**config.mk**
```make
export PLATFORM = sky130hd
export DESIGN_NAME = prog_loader
export DESIGN_NICKNAME = d
export VERILOG_FILES = /design/src/rtl/prog_loader.sv
export SDC_FILE = /design/constraint.sdc
export NUM_CORES = 1
export LEC_CHECK = 0
export ABC_AREA = 0
export BUFFER_PORTS_ARGS = -buffer_cell sky130_fd_sc_hd__buf_2
export CAP_MARGIN = 20
export CORE_MARGIN = 3
export CORE_UTILIZATION = 50
export DETAILED_ROUTE_END_ITERATION = 6
export PLACE_DENSITY = 0.73
export REMOVE_ABC_BUFFERS = 1
export SYNTH_ARGS = -nofsm -noshare
export SYNTH_HDL_FRONTEND = slang
export SYNTH_SLANG_ARGS = --single-unit
export TNS_END_PERCENT = 20
```
**constraint.sdc**
```tcl
create_clock -name CLK -period 7.9 [get_ports CLK]
set_input_delay 0.79 -clock CLK [delete_from_list [all_inputs] [get_ports CLK]]
set_output_delay 0.79 -clock CLK [all_outputs]
set_load 0.01 [all_outputs]
```
**src/rtl/prog_loader.sv**
```systemverilog
// Program loader and run controller: packs a byte stream into 9-bit instructions,
// writes them into instruction memory from address 0, then sequences START/DONE runs.
module prog_loader #(
    parameter int ADDR_W       = 10,
    parameter int DEPTH        = 1024,
    parameter int START_CYCLES = 2,
    parameter int MAX_RUN      = 65535
) (
    input  logic              CLK,
    input  logic              reset,
    input  logic              in_valid,
    input  logic [7:0]        in_data,
    input  logic              in_last,
    output logic              in_ready,
    input  logic              go,
    output logic              imem_we,
    output logic [ADDR_W-1:0] imem_waddr,
    output logic [8:0]        imem_wdata,
    output logic              START,
    input  logic              DONE,
    output logic              busy,
    output logic              finished,
    output logic [1:0]        err_code,
    output logic [ADDR_W:0]   instr_count,
    output logic [15:0]       run_cycles
);

    // state      | meaning
    // LOAD_LO    | waiting for low byte of next instruction
    // LOAD_HI    | waiting for high byte (bit 0 -> instr[8]), then write
    // ARMED      | program loaded, waiting for go
    // START_P    | START held high for START_CYCLES cycles
    // RUN        | counting cycles until DONE or timeout
    // FINISHED   | run complete, go reruns without reload
    // ERROR      | sticky error, only reset leaves
    typedef enum logic [2:0] {
        S_LOAD_LO,
        S_LOAD_HI,
        S_ARMED,
        S_START_P,
        S_RUN,
        S_FINISHED,
        S_ERROR
    } state_t;

    localparam logic [ADDR_W:0] LAST_ADDR  = (ADDR_W+1)'(DEPTH - 1);
    localparam logic [ADDR_W:0] CNT_ONE    = (ADDR_W+1)'(1);
    localparam logic [15:0]     START_LOAD = 16'(START_CYCLES - 1);
    localparam logic [15:0]     RUN_LIMIT  = 16'(MAX_RUN);

    localparam logic [1:0] ERR_NONE    = 2'b00;
    localparam logic [1:0] ERR_ODD     = 2'b01;
    localparam logic [1:0] ERR_OVF     = 2'b10;
    localparam logic [1:0] ERR_TIMEOUT = 2'b11;

    state_t              state_q, state_d;
    logic [7:0]          lo_q, lo_d;
    logic                we_q, we_d;
    logic [ADDR_W-1:0]   waddr_q, waddr_d;
    logic [8:0]          wdata_q, wdata_d;
    logic [ADDR_W:0]     cnt_q, cnt_d;
    logic [15:0]         run_q, run_d;
    logic [15:0]         start_cnt_q, start_cnt_d;
    logic [1:0]          err_q, err_d;
    logic [15:0]         run_inc;
    logic                hs;

    always_ff @(posedge CLK) begin
        if (reset) begin
            state_q     <= S_LOAD_LO;
            lo_q        <= 8'd0;
            we_q        <= 1'b0;
            waddr_q     <= '0;
            wdata_q     <= 9'd0;
            cnt_q       <= '0;
            run_q       <= 16'd0;
            start_cnt_q <= 16'd0;
            err_q       <= ERR_NONE;
        end else begin
            state_q     <= state_d;
            lo_q        <= lo_d;
            we_q        <= we_d;
            waddr_q     <= waddr_d;
            wdata_q     <= wdata_d;
            cnt_q       <= cnt_d;
            run_q       <= run_d;
            start_cnt_q <= start_cnt_d;
            err_q       <= err_d;
        end
    end

    assign hs      = in_valid & in_ready;
    assign run_inc = (run_q == 16'hFFFF) ? run_q : run_q + 16'd1;

    always_comb begin
        state_d     = state_q;
        lo_d        = lo_q;
        we_d        = 1'b0;
        waddr_d     = waddr_q;
        wdata_d     = wdata_q;
        cnt_d       = cnt_q;
        run_d       = run_q;
        start_cnt_d = start_cnt_q;
        err_d       = err_q;
        case (state_q)
            S_LOAD_LO: begin
                if (hs) begin
                    lo_d = in_data;
                    if (in_last) begin
                        state_d = S_ERROR;
                        err_d   = ERR_ODD;
                    end else begin
                        state_d = S_LOAD_HI;
                    end
                end
            end
            S_LOAD_HI: begin
                if (hs) begin
                    we_d    = 1'b1;
                    waddr_d = cnt_q[ADDR_W-1:0];
                    wdata_d = {in_data[0], lo_q};
                    cnt_d   = cnt_q + CNT_ONE;
                    if (in_last) begin
                        state_d = S_ARMED;
                    end else if (cnt_q == LAST_ADDR) begin
                        // the final slot is still written before flagging overflow
                        state_d = S_ERROR;
                        err_d   = ERR_OVF;
                    end else begin
                        state_d = S_LOAD_LO;
                    end
                end
            end
            S_ARMED, S_FINISHED: begin
                if (go) begin
                    run_d       = 16'd0;
                    start_cnt_d = START_LOAD;
                    state_d     = S_START_P;
                end
            end
            S_START_P: begin
                if (start_cnt_q == 16'd0) begin
                    state_d = S_RUN;
                end else begin
                    start_cnt_d = start_cnt_q - 16'd1;
                end
            end
            S_RUN: begin
                if (DONE) begin
                    state_d = S_FINISHED;
                end else begin
                    run_d = run_inc;
                    if (run_inc >= RUN_LIMIT) begin
                        state_d = S_ERROR;
                        err_d   = ERR_TIMEOUT;
                    end
                end
            end
            S_ERROR: begin
                state_d = S_ERROR;
            end
            default: begin
                state_d = S_LOAD_LO;
            end
        endcase
    end

    // handshake-facing outputs decode registered state only
    always_comb begin
        in_ready = 1'b0;
        START    = 1'b0;
        busy     = 1'b0;
        finished = 1'b0;
        case (state_q)
            S_LOAD_LO, S_LOAD_HI: in_ready = 1'b1;
            S_START_P: begin
                START = 1'b1;
                busy  = 1'b1;
            end
            S_RUN:      busy     = 1'b1;
            S_FINISHED: finished = 1'b1;
            default: begin
                in_ready = 1'b0;
            end
        endcase
    end

    assign imem_we     = we_q;
    assign imem_waddr  = waddr_q;
    assign imem_wdata  = wdata_q;
    assign err_code    = err_q;
    assign instr_count = cnt_q;
    assign run_cycles  = run_q;

endmodule

```
==> summary.txt, run 1 <==
Status
  – Outcome: finished clean

Floorplanning
  – Core ar.: 0.006944 mm2
  – Starting Density: a little over half
  – Total die area: 0.008358 mm2
  – IO Pins: between 60 and 70
  – Die Width: ~90 um
  – Num rows: 30
  – DIE HEIGHT: approximately 90 um

Place
  – Cell Count Post-Placement: 607
  – Gp weighted congestion: 0.9244
  – I/O Buffers: 66
  – DP HPWL: roughly 5900 um

STA
  – Fmax: roughly 0.35 GHz
  – Minimum clock period: approximately 2900 ps
  – Slew @ Worst Pin: ~900 ps
  – Hold Vio Cnt, Final: 0
  – Fin crit share: a little over a third
  – RSZ-0062 raised after global routing: false
  – # setup viols final: 0
  – Headroom to the max-slew limit: 39.53%
  – Setup TNS: 0 ps
  – Clock Skew: approximately 11 ps
  – Final Max Tran Viols: 0

Global routing
  – Vias in the first global route: roughly 3100
  – First-pass GRT wire length: between 10000 and 15000 um
  – Initial antenna violation count: 0
  – GR Layer Usage met1: a little over a quarter
  – Busiest layer in global routing: met2
  – Met2 usage: 33.41%
  – GRT Util Overall: around a fifth
  – Met3 Use GR: under 10%
  – Congestion Overflow GR: 0
  – Pin count of the biggest net entering global routing: 62

Drt
  – TritonRoute pass-1 iters: 4
  – Post-route DRC: 0
  – WL/cell: around 14 um
  – Vias: 3445
  – Number of DRC markers in iteration 0: approximately 180
  – Final WL: 8606 um
  – Final antenna-violating net count: 0
  – Vias per cell: ~5.5

Cells and area
  – Nets: approximately 540
  – Layout cells sized above 1: a little under a fifth
  – Area Overhead vs Synth: 17.25%
  – Ant diodes: 0
  – Post-route insts no fill: approximately 620

CTS
  – Clk_lat worst skew: 340 ps
  – CTS root buf: clkbuf_8
  – Clk buf depth: 2
  – Worst-path clk slew: 80 ps
  – CTS sink cnt: 76
  – CTS buffer count: 9
  – CTS tree: done
  – H-tree levels: 3
  – Post-CTS Setup Inserts: 0
  – Post-CTS Hold Buffers: 0
  – CTS resizes: 0

Yosys
  – Syn_area_per_cell: slightly below 8 um2
  – Top post-synthesis cells by count: 85 x nand2_1, 76 x dfxtp_1, 64 x nor2_1
  – Top cell type's share of synthesized area: 41.70%
  – Number of synthesized flops with an enable pin: 0
  – Yosys reg bits: 76
  – Ys flop type: dfxtp_1
  – Yosys top cell by area: dfxtp_1
  – Top-count cell post-synth: nand2_1
  – Synth cell types: between 50 and 60
  – Mapped cell area: 0.003648 mm2
  – Post-synthesis sequential area ratio: 41.70%
  – Top post-synthesis cells by area: dfxtp_1 42%, nand2_1 8.7%, nor2_1 6.6%
  – FFs w/ async S/R, synth: 0%
  – Mapped Cells: between 400 and 500
  – Ys Warns: 0

Critical path
  – CP max-delay cell: nor4_1
  – Critical path required time: between 8000 and 9000 ps
  – Critical path class: reg2reg
  – Critical path's top delay family: simple AND/OR/NAND/NOR gates
  – Critical path buffers and inverters: 0
  – Crit path launch type: register
  – Max incr delay on CP: 580 ps
  – Crit Path Max Fanout: 9
  – Worst path cell trace: ha_1, nand4_2, nor4_1, xor2_1, a31oi_1, or4b_4, a221oi_2
  – Arrival @ worst endpoint: roughly 3100 ps
  – Crit end category: register

Min path
  – Min-delay worst type: reg2reg

Pwr
  – Max VDD drop: 0.1378 mV
  – Pleak: roughly 1.7 nW
  – Power Density: 307.5 mW/mm2

Flow run
  – Max-cap violations: 0
[placed cells by master (no fill, tap or decap), types with 4 or more instances in the layout]
master | synthesis | final
buf_2 | 3 | 66
nor4_1 | 8 | 8
a311oi_1 | 6 | 6
clkbuf_8 | 0 | 10
a31oi_1 | 5 | 5
bufinv_16 | 0 | 4
xnor2_1 | 6 | 6
nand4_1 | 8 | 8
nand3_1 | 15 | 15
o21ai_0 | 19 | 19
nor3_1 | 15 | 15
a21oi_1 | 45 | 45
nor2b_1 | 4 | 4
nor2_1 | 64 | 64
nand3b_1 | 6 | 6
inv_1 | 8 | 8
xor2_1 | 20 | 20
nand2_1 | 85 | 85
dfxtp_1 | 76 | 76
[per-layer routing]
| metal | vias to the layer above | routed length, um |
|---|---|---|
| met5 | - | 0 |
| met4 | 0 | 110 |
| met3 | 8 | 362 |
| met2 | 84 | 4139 |
| met1 | 1623 | 3994 |
| li1 | 1730 | - |
[worst paths after layout]
kind | startpoint | end | slack [ps] | cells past startpoint
max | run_cycles[0] | err_code[0] | 5040 | 7
min reg2reg | imem_waddr[4] | imem_waddr[4] | 450 | 2
min | imem_waddr[4] | imem_waddr[4] | 450 | 2
max reg2reg | run_cycles[0] | err_code[0] | 5040 | 7
[final cells by class]
class / instances / area, um2
fillers: 633 / 2666
multi-input cells: 358 / 1988
clock inverters: 4 / 120.1
clock buffers: 12 / 145.1
inverters: 8 / 30.03
well taps: 96 / 120.1
flip-flops and latches: 76 / 1521
repair buffers: 69 / 352.8
[cells by family (layout without fill, tap and decap cells)]
family	count (synthesis)	count (layout)	share of synthesized area (%)
adders and majority gates	3	3	1.029
xor gates and xnor gates	27	27	6.687
muxes	1	1	0.2744
DFF	76	76	41.70
AOI/OAI and AO/OA	98	98	16.74
and+or+nand+nor	229	229	29.77
buffers and inverters	34	93	3.806
[worst reg2reg max path: cells and delay by family, from the launching register on]
| kind | cells | cell delay, ps |
|---|---|---|
| AO/OA/AOI/OAI | 2 | 360 |
| XOR/XNOR | 1 | 190 |
| adder cells (fa/ha/maj) | 1 | 370 |
| flip-flops | 1 | 490 |
| AND/OR/NAND/NOR | 3 | 1370 |
[where the power goes]
group          internal (mW)  switching, mW  total (mW)  leakage (nW)
combinational          0.162          0.252       0.413         0.968
clock                  0.251          0.139       0.389         0.131
sequential             0.445         0.0675       0.512         0.615
[flip-flops by register name, summed over array words and instances, names as in the netlist]
signal and cells:
imem_wdata 9, imem_we 1, imem_waddr 10, instr_count 11
run_cycles 16, state_q 3, lo_q 8, err_code 2
start_cnt_q 16
[stage by stage]
step                utilization [%]  worst slack (ps)  cell area (um2)  power [mW]  hold WS [ps]
CTS                           61.60              5107             4278       1.321         454.1
global route                  61.60              4906             4278       1.403         470.6
detailed placement            57.78              5124             4013      0.9291         443.6
global placement              57.78              5235             4013      0.9167         438.3
finish                        61.60              5045             4278       1.315         450.9
floorplan                         -              4754             3540      0.8172         426.0
No activity file was read; power rests on OpenSTA's default activity.
==> run 2: changes to the inputs <==
--- a/config.mk
+++ b/config.mk
@@ -11,7 +11,7 @@
 export CORE_MARGIN = 3
 export CORE_UTILIZATION = 50
 export DETAILED_ROUTE_END_ITERATION = 6
-export PLACE_DENSITY = 0.73
+export PLACE_DENSITY = 0.76
 export REMOVE_ABC_BUFFERS = 1
 export SYNTH_ARGS = -nofsm -noshare
 export SYNTH_HDL_FRONTEND = slang
==> constraint.sdc (replaced) <==
create_clock -name CLK -period 2.5 [get_ports CLK]
set_input_delay 0.25 -clock CLK [delete_from_list [all_inputs] [get_ports CLK]]
set_output_delay 0.25 -clock CLK [all_outputs]
set_load 0.01 [all_outputs]
==> run 2 against run 1 <==
Against the previous run:
- clock power grew to 2.6 times the previous value
- global-route usage up 1.3 points
- setup slack lost 5000 ps
==> summary.txt, run 2 (same netlist as run 1, synthesis figures left out) <==
Drt
  – Final antenna-violating net count: 0 (unchanged)
  – Post-route DRC: 0 (unchanged)
  – Vias per cell: 5.453 (-1.4%)
  – Number of DRC markers in iteration 0: 213 (+20%)
  – WL/cell: 13.97 um (+1.2%)
  – TritonRoute pass-1 iters: 5 (+1)
  – Final WL: 9069 um (+5.4%)
  – Vias: 3539 (+2.7%)

CTS
  – CTS sink cnt: 76 (unchanged)
  – Clk_lat worst skew: 350 ps (about the same)
  – Clk buf depth: 2 (unchanged)
  – CTS resizes: 0 (unchanged)
  – Worst-path clk slew: 80 ps (about the same)
  – CTS root buf: clkbuf_8
  – Post-CTS Hold Buffers: 0 (unchanged)
  – H-tree levels: 3 (unchanged)
  – CTS buffer count: 9 (unchanged)
  – CTS tree: done
  – Post-CTS Setup Inserts: 0 (unchanged)

Min path
  – Min-delay worst type: in2reg

Cells and area
  – Most frequent cells in the layout: 85 x nand2_1, 74 x dfxtp_1, 66 x buf_2
  – Nets: 566 (+5.0%)
  – Fillers: 629 (-0.63%)
  – Area Overhead vs Synth: 21.36%
  – Most common cell after layout, fill and taps aside: nand2_1
  – Ant diodes: 0 (unchanged)
  – Layout cells sized above 1: 22.97% (+4.6 points)

Global routing
  – GRT Util Overall: 21.95% (+1.3 points)
  – First-pass GRT wire length: 15020 um (+4.8%)
  – Pin count of the biggest net entering global routing: 61 (-1.6%)
  – Congestion Overflow GR: 0 (unchanged)
  – Vias in the first global route: 3258 (+5.8%)
  – Initial antenna violation count: 0 (unchanged)

Floorplanning
  – Die Width: 91.42 um (unchanged)
  – Core ar.: 0.006944 mm2 (unchanged)
  – Starting Density: 52.54% (unchanged)
  – DIE HEIGHT: 91.42 um (unchanged)
  – IO Pins: 67 (unchanged)
  – Total die area: 0.008358 mm2 (unchanged)
  – Num rows: 30 (unchanged)

STA
  – Hold Vio Cnt, Final: 0 (unchanged)
  – Final Max Tran Viols: 0 (unchanged)
  – Minimum clock period: 2448 ps (-407.0 ps)
  – Fmax: 0.4085 GHz (+17%)
  – Headroom to the max-slew limit: 56.65% (+17 points)
  – # setup viols final: 0 (unchanged)
  – Fin crit share: 97.92% (+62 points)
  – Setup TNS: 0 ps (unchanged)
  – RSZ-0062 raised after global routing: true
  – Clock Skew: 10.98 ps (+0.4323 ps)
  – Final Worst Setup Slack: 51.93 ps (-4993 ps)
  – Slew @ Worst Pin: 645.2 ps (-261.8 ps)

Place
  – Setup WS pre-CTS: 87.55 ps (-5037 ps)
  – Gp weighted congestion: 0.8741 (-5.4%)
  – DP HPWL: 6323 um (+7.2%)
  – I/O Buffers: 66 (unchanged)

Status
  – Outcome: finished clean

Pwr
  – Pint: 2.574 mW (+200%)
  – Pleak: 1.824 nW (+6.4%)
  – Clk pwr share: 24.3% (-5.3 points)
  – Power Density: 925.3 mW/mm2 (+200%)
  – Gate power share: 36.9% (+5.5 points)
  – Switching part of the total power: 37.18% (+2.4 points)
  – Max VDD drop: 0.5578 mV (+300%)
  – Seq pwr share: 38.7% (-0.3 points)
  – Net Switching: 1.523 mW (+230%)

Critical path
  – Crit Path Max Fanout: 7 (-2)
  – Crit path launch type: register
  – Critical path required time: 2770 ps (-5390 ps)
  – Crit end category: register
  – Critical path class: reg2reg
  – Arrival @ worst endpoint: 2710 ps (-410 ps)

Flow run
  – Max-cap violations: 0 (unchanged)
run 2: final timing paths:
kind                       from            end  slack (ps)  cells past startpoint
setup / recovery  run_cycles[0]    err_code[0]          50                      8
hold / removal       in_data[1]        lo_q[1]         140                      3
setup reg to reg  run_cycles[0]    err_code[0]          50                      8
hold reg to reg   imem_wdata[8]  imem_wdata[8]         450                      2
run 2: stage by stage:
stage                     power, mW  hold slack (ps)  cells  area [um2]  util (%)
final                         4.097            137.1    649        4428     63.77
after global routing          4.365            130.5    649        4428     63.77
after CTS                     4.108            123.4    649        4420     63.66
after detailed placement      3.070            443.2    634        4215     60.70
after global placement        3.018            438.7    634        4215     60.70
after floorplan               2.582            316.2    442        3540         -
run 2: power by group through the flow:
stage	combinational [mW]	sequential, mW	clock [mW]
2_1_floorplan	0.968	1.61	0
3_3_place_gp	1.42	1.60	0
3_5_place_dp	1.46	1.61	0
4_1_cts	1.50	1.58	1.02
5_1_grt	1.69	1.62	1.06
6_report	1.51	1.59	0.997
run 2: worst max-delay path, stage by stage, from the launching register on:
cell      delay [ps]
dfxtp_1          340
ha_1             250
nand4_2          210
nor4_1           320
buf_4            170
xor2_1           150
a31oi_1          130
or4b_4           560
a221oi_2         240
run 2: cell type report:
| cell class | instances | area, um2 | share of cell area, % |
|---|---|---|---|
| Timing Repair Buffer | 96 | 555.5 | 12.55 |
| Clock inverter | 5 | 77.57 | 1.752 |
| Sequential cell | 76 | 1524 | 34.42 |
| Multi-Input combinational cell | 358 | 1993 | 45.01 |
| Tap cell | 96 | 120.1 | 2.713 |
| Clock buffer | 10 | 127.6 | 2.882 |
| Inverter | 8 | 30.03 | 0.6782 |
run 2: layer usage:
layer,part of all wire (%),vias to the layer above,GRT usage (%)
li1,-,1780,-
met1,43,1648,26.39
met2,51,102,37.80
met3,5.1,9,5.634
met4,0.94,0,7.412
met5,0,-,0
==> run 3: changes to the inputs <==
--- a/config.mk
+++ b/config.mk
@@ -9,9 +9,8 @@
 export BUFFER_PORTS_ARGS = -buffer_cell sky130_fd_sc_hd__buf_2
 export CAP_MARGIN = 20
 export CORE_MARGIN = 3
-export CORE_UTILIZATION = 50
+export CORE_UTILIZATION = 35
 export DETAILED_ROUTE_END_ITERATION = 6
-export PLACE_DENSITY = 0.76
 export REMOVE_ABC_BUFFERS = 1
 export SYNTH_ARGS = -nofsm -noshare
 export SYNTH_HDL_FRONTEND = slang
==> run 3 against run 2 <==
Against the previous run:
- clock-buffer cell count fell by 1
- utilization fell by 18 points
- clock skew fell by 1.1 ps
- flip-flop and latch count did not move
- combinational power fell by 3%
- sequential share of layout area fell by 1.2 points
- non-clock buffer count rose by 6
- hold slack got worse by 5.8 ps
==> summary.txt, run 3 (same netlist as run 1, synthesis figures left out) <==
Status
  – Outcome: finished clean

Pwr
  – Switching part of the total power: 35.88% (-1.3 points)
  – Net Switching: 1.516 mW (-0.44%)
  – Clk pwr share: 27.3% (+3.0 points)
  – Seq pwr share: 38.2% (-0.5 points)
  – Gate power share: 34.6% (-2.3 points)
  – Pleak: 1.881 nW (+3.1%)
  – Max VDD drop: 0.4159 mV (-25%)
  – Pint: 2.709 mW (+5.3%)
  – Power Density: 919.5 mW/mm2 (-0.62%)

STA
  – Slew @ Worst Pin: 514.7 ps (-130.5 ps)
  – Fmax: 0.4229 GHz (+3.5%)
  – Final Max Tran Viols: 0 (unchanged)
  – Headroom to the max-slew limit: 65.37% (+8.7 points)
  – Clock Skew: 9.862 ps (-1.114 ps)
  – Setup TNS: 0 ps (unchanged)
  – # setup viols final: 0 (unchanged)
  – RSZ-0062 raised after global routing: false
  – Final Worst Setup Slack: 135.2 ps (+83.30 ps)
  – Hold Vio Cnt, Final: 0 (unchanged)
  – Minimum clock period: 2365 ps (-83.30 ps)
  – Fin crit share: 94.59% (-3.3 points)

Cells and area
  – Final Cell Area: 0.004596 mm2 (+3.8%)
  – Most common cell after layout, fill and taps aside: nand2_1
  – Ant diodes: 0 (unchanged)
  – Area Overhead vs Synth: 25.96%
  – Most frequent cells in the layout: 85 x nand2_1, 71 x dfxtp_1, 66 x buf_2
  – End-of-flow core utilization: 46.17% (-18 points)
  – Post-route insts no fill: 693 (+6.8%)
  – Layout cells sized above 1: 25.18% (+2.2 points)
  – Nets: 572 (+1.1%)

Global routing
  – Congestion Overflow GR: 0 (unchanged)
  – Pin count of the biggest net entering global routing: 28 (-54%)
  – GRT Util Overall: 16.45% (-5.5 points)
  – Vias in the first global route: 3287 (+0.89%)
  – Initial antenna violation count: 0 (unchanged)
  – First-pass GRT wire length: 15700 um (+4.5%)

Drt
  – Post-route DRC: 0 (unchanged)
  – Vias: 3525 (-0.40%)
  – Number of DRC markers in iteration 0: 183 (-14%)
  – Final antenna-violating net count: 0 (unchanged)
  – WL/cell: 13.30 um (-4.8%)
  – TritonRoute pass-1 iters: 4 (-1)
  – Vias per cell: 5.087 (-6.7%)
  – Final WL: 9216 um (+1.6%)

Place
  – I/O Buffers: 66 (unchanged)
  – Gp weighted congestion: 0.8917 (+2.0%)
  – Cell Count Post-Placement: 676 (+6.6%)
  – Placement Cell Area: 0.004299 mm2 (+2.0%)
  – DP HPWL: 6590 um (+4.2%)
  – Setup WS pre-CTS: 49.28 ps (-38.28 ps)

Floorplanning
  – DIE HEIGHT: 108.1 um (+18%)
  – Starting Density: 36.65% (-16 points)
  – Die Width: 108.1 um (+18%)
  – Total die area: 0.01169 mm2 (+40%)
  – IO Pins: 67 (unchanged)
  – Core ar.: 0.009955 mm2 (+43%)
  – Num rows: 36 (+20%)

Critical path
  – Crit path launch type: register
  – Critical path required time: 2760 ps (about the same)
  – Critical path class: reg2reg
  – Crit end category: register
  – Arrival @ worst endpoint: 2630 ps (-80 ps)
  – Crit Path Max Fanout: 8 (+1)

CTS
  – Worst-path clk slew: 90 ps (about the same)
  – H-tree levels: 3 (unchanged)
  – Clk_lat worst skew: 350 ps (about the same)
  – CTS sink cnt: 76 (unchanged)
  – Post-CTS Hold Buffers: 0 (unchanged)
  – CTS root buf: clkbuf_8
  – CTS tree: done
  – CTS buffer count: 9 (unchanged)
  – Clk buf depth: 2 (unchanged)

Min path
  – Min-delay worst type: in2reg

Flow run
  – Max-cap violations: 0 (unchanged)
run 3: final cells by class:
class / count / area [um2]
inverter: 8 / 30.03
tap: 133 / 166.4
clock inverter: 7 / 121.4
fill: 1019 / 5359
clock buffer: 9 / 123.9
multi-input combinational: 358 / 2026
sequential: 76 / 1528
timing repair buffer: 102 / 600.6
run 3: worst max-delay path, stage by stage (launching register included):
cell and delay, ps:
dfxtp_2 360, buf_4 160, a31oi_1 70, or4_1 540, nor3_2 200, nand4b_1 150
or4b_4 550, a221oi_2 240
run 3: what timing repair did:
action                     in CTS  in global routing
buffers inserted                0                  1
setup endpoints to repair       0                  2
gates resized for setup         0                 11
run 3: power by group through the flow:
stage | sequential [mW] | clock (mW) | combinational, mW
2_1_floorplan | 1.61 | 0 | 0.968
3_5_place_dp | 1.63 | 0 | 1.46
3_3_place_gp | 1.63 | 0 | 1.45
4_1_cts | 1.61 | 1.19 | 1.47
5_1_grt | 1.65 | 1.23 | 1.67
6_report | 1.61 | 1.15 | 1.46
run 3: routing by layer:
layer | share of wire, % | up-vias | track usage (%)
met4 | 1.5 | 0 | 5.320
met2 | 47 | 88 | 27.00
li1 | - | 1793 | -
met3 | 4.8 | 15 | 3.642
met5 | 0 | - | 0
met1 | 46 | 1629 | 21.52
run 3: per-stage QoR:
step                      total power, mW  hold WS [ps]
after floorplan                     2.582         316.2
after global routing                4.549         126.2
final                               4.226         131.3
after CTS                           4.273         113.1
after global placement              3.077         436.7
after detailed placement            3.095         444.5
run 3: path summary, 6_finish.rpt:
check | start | endpoint | slack, ps | cells past startpoint
max reg2reg | run_cycles[0] | err_code[0] | 140 | 7
min reg2reg | lo_q[0] | imem_wdata[0] | 450 | 2
max | run_cycles[0] | err_code[0] | 140 | 7
min | in_data[4] | lo_q[4] | 130 | 3
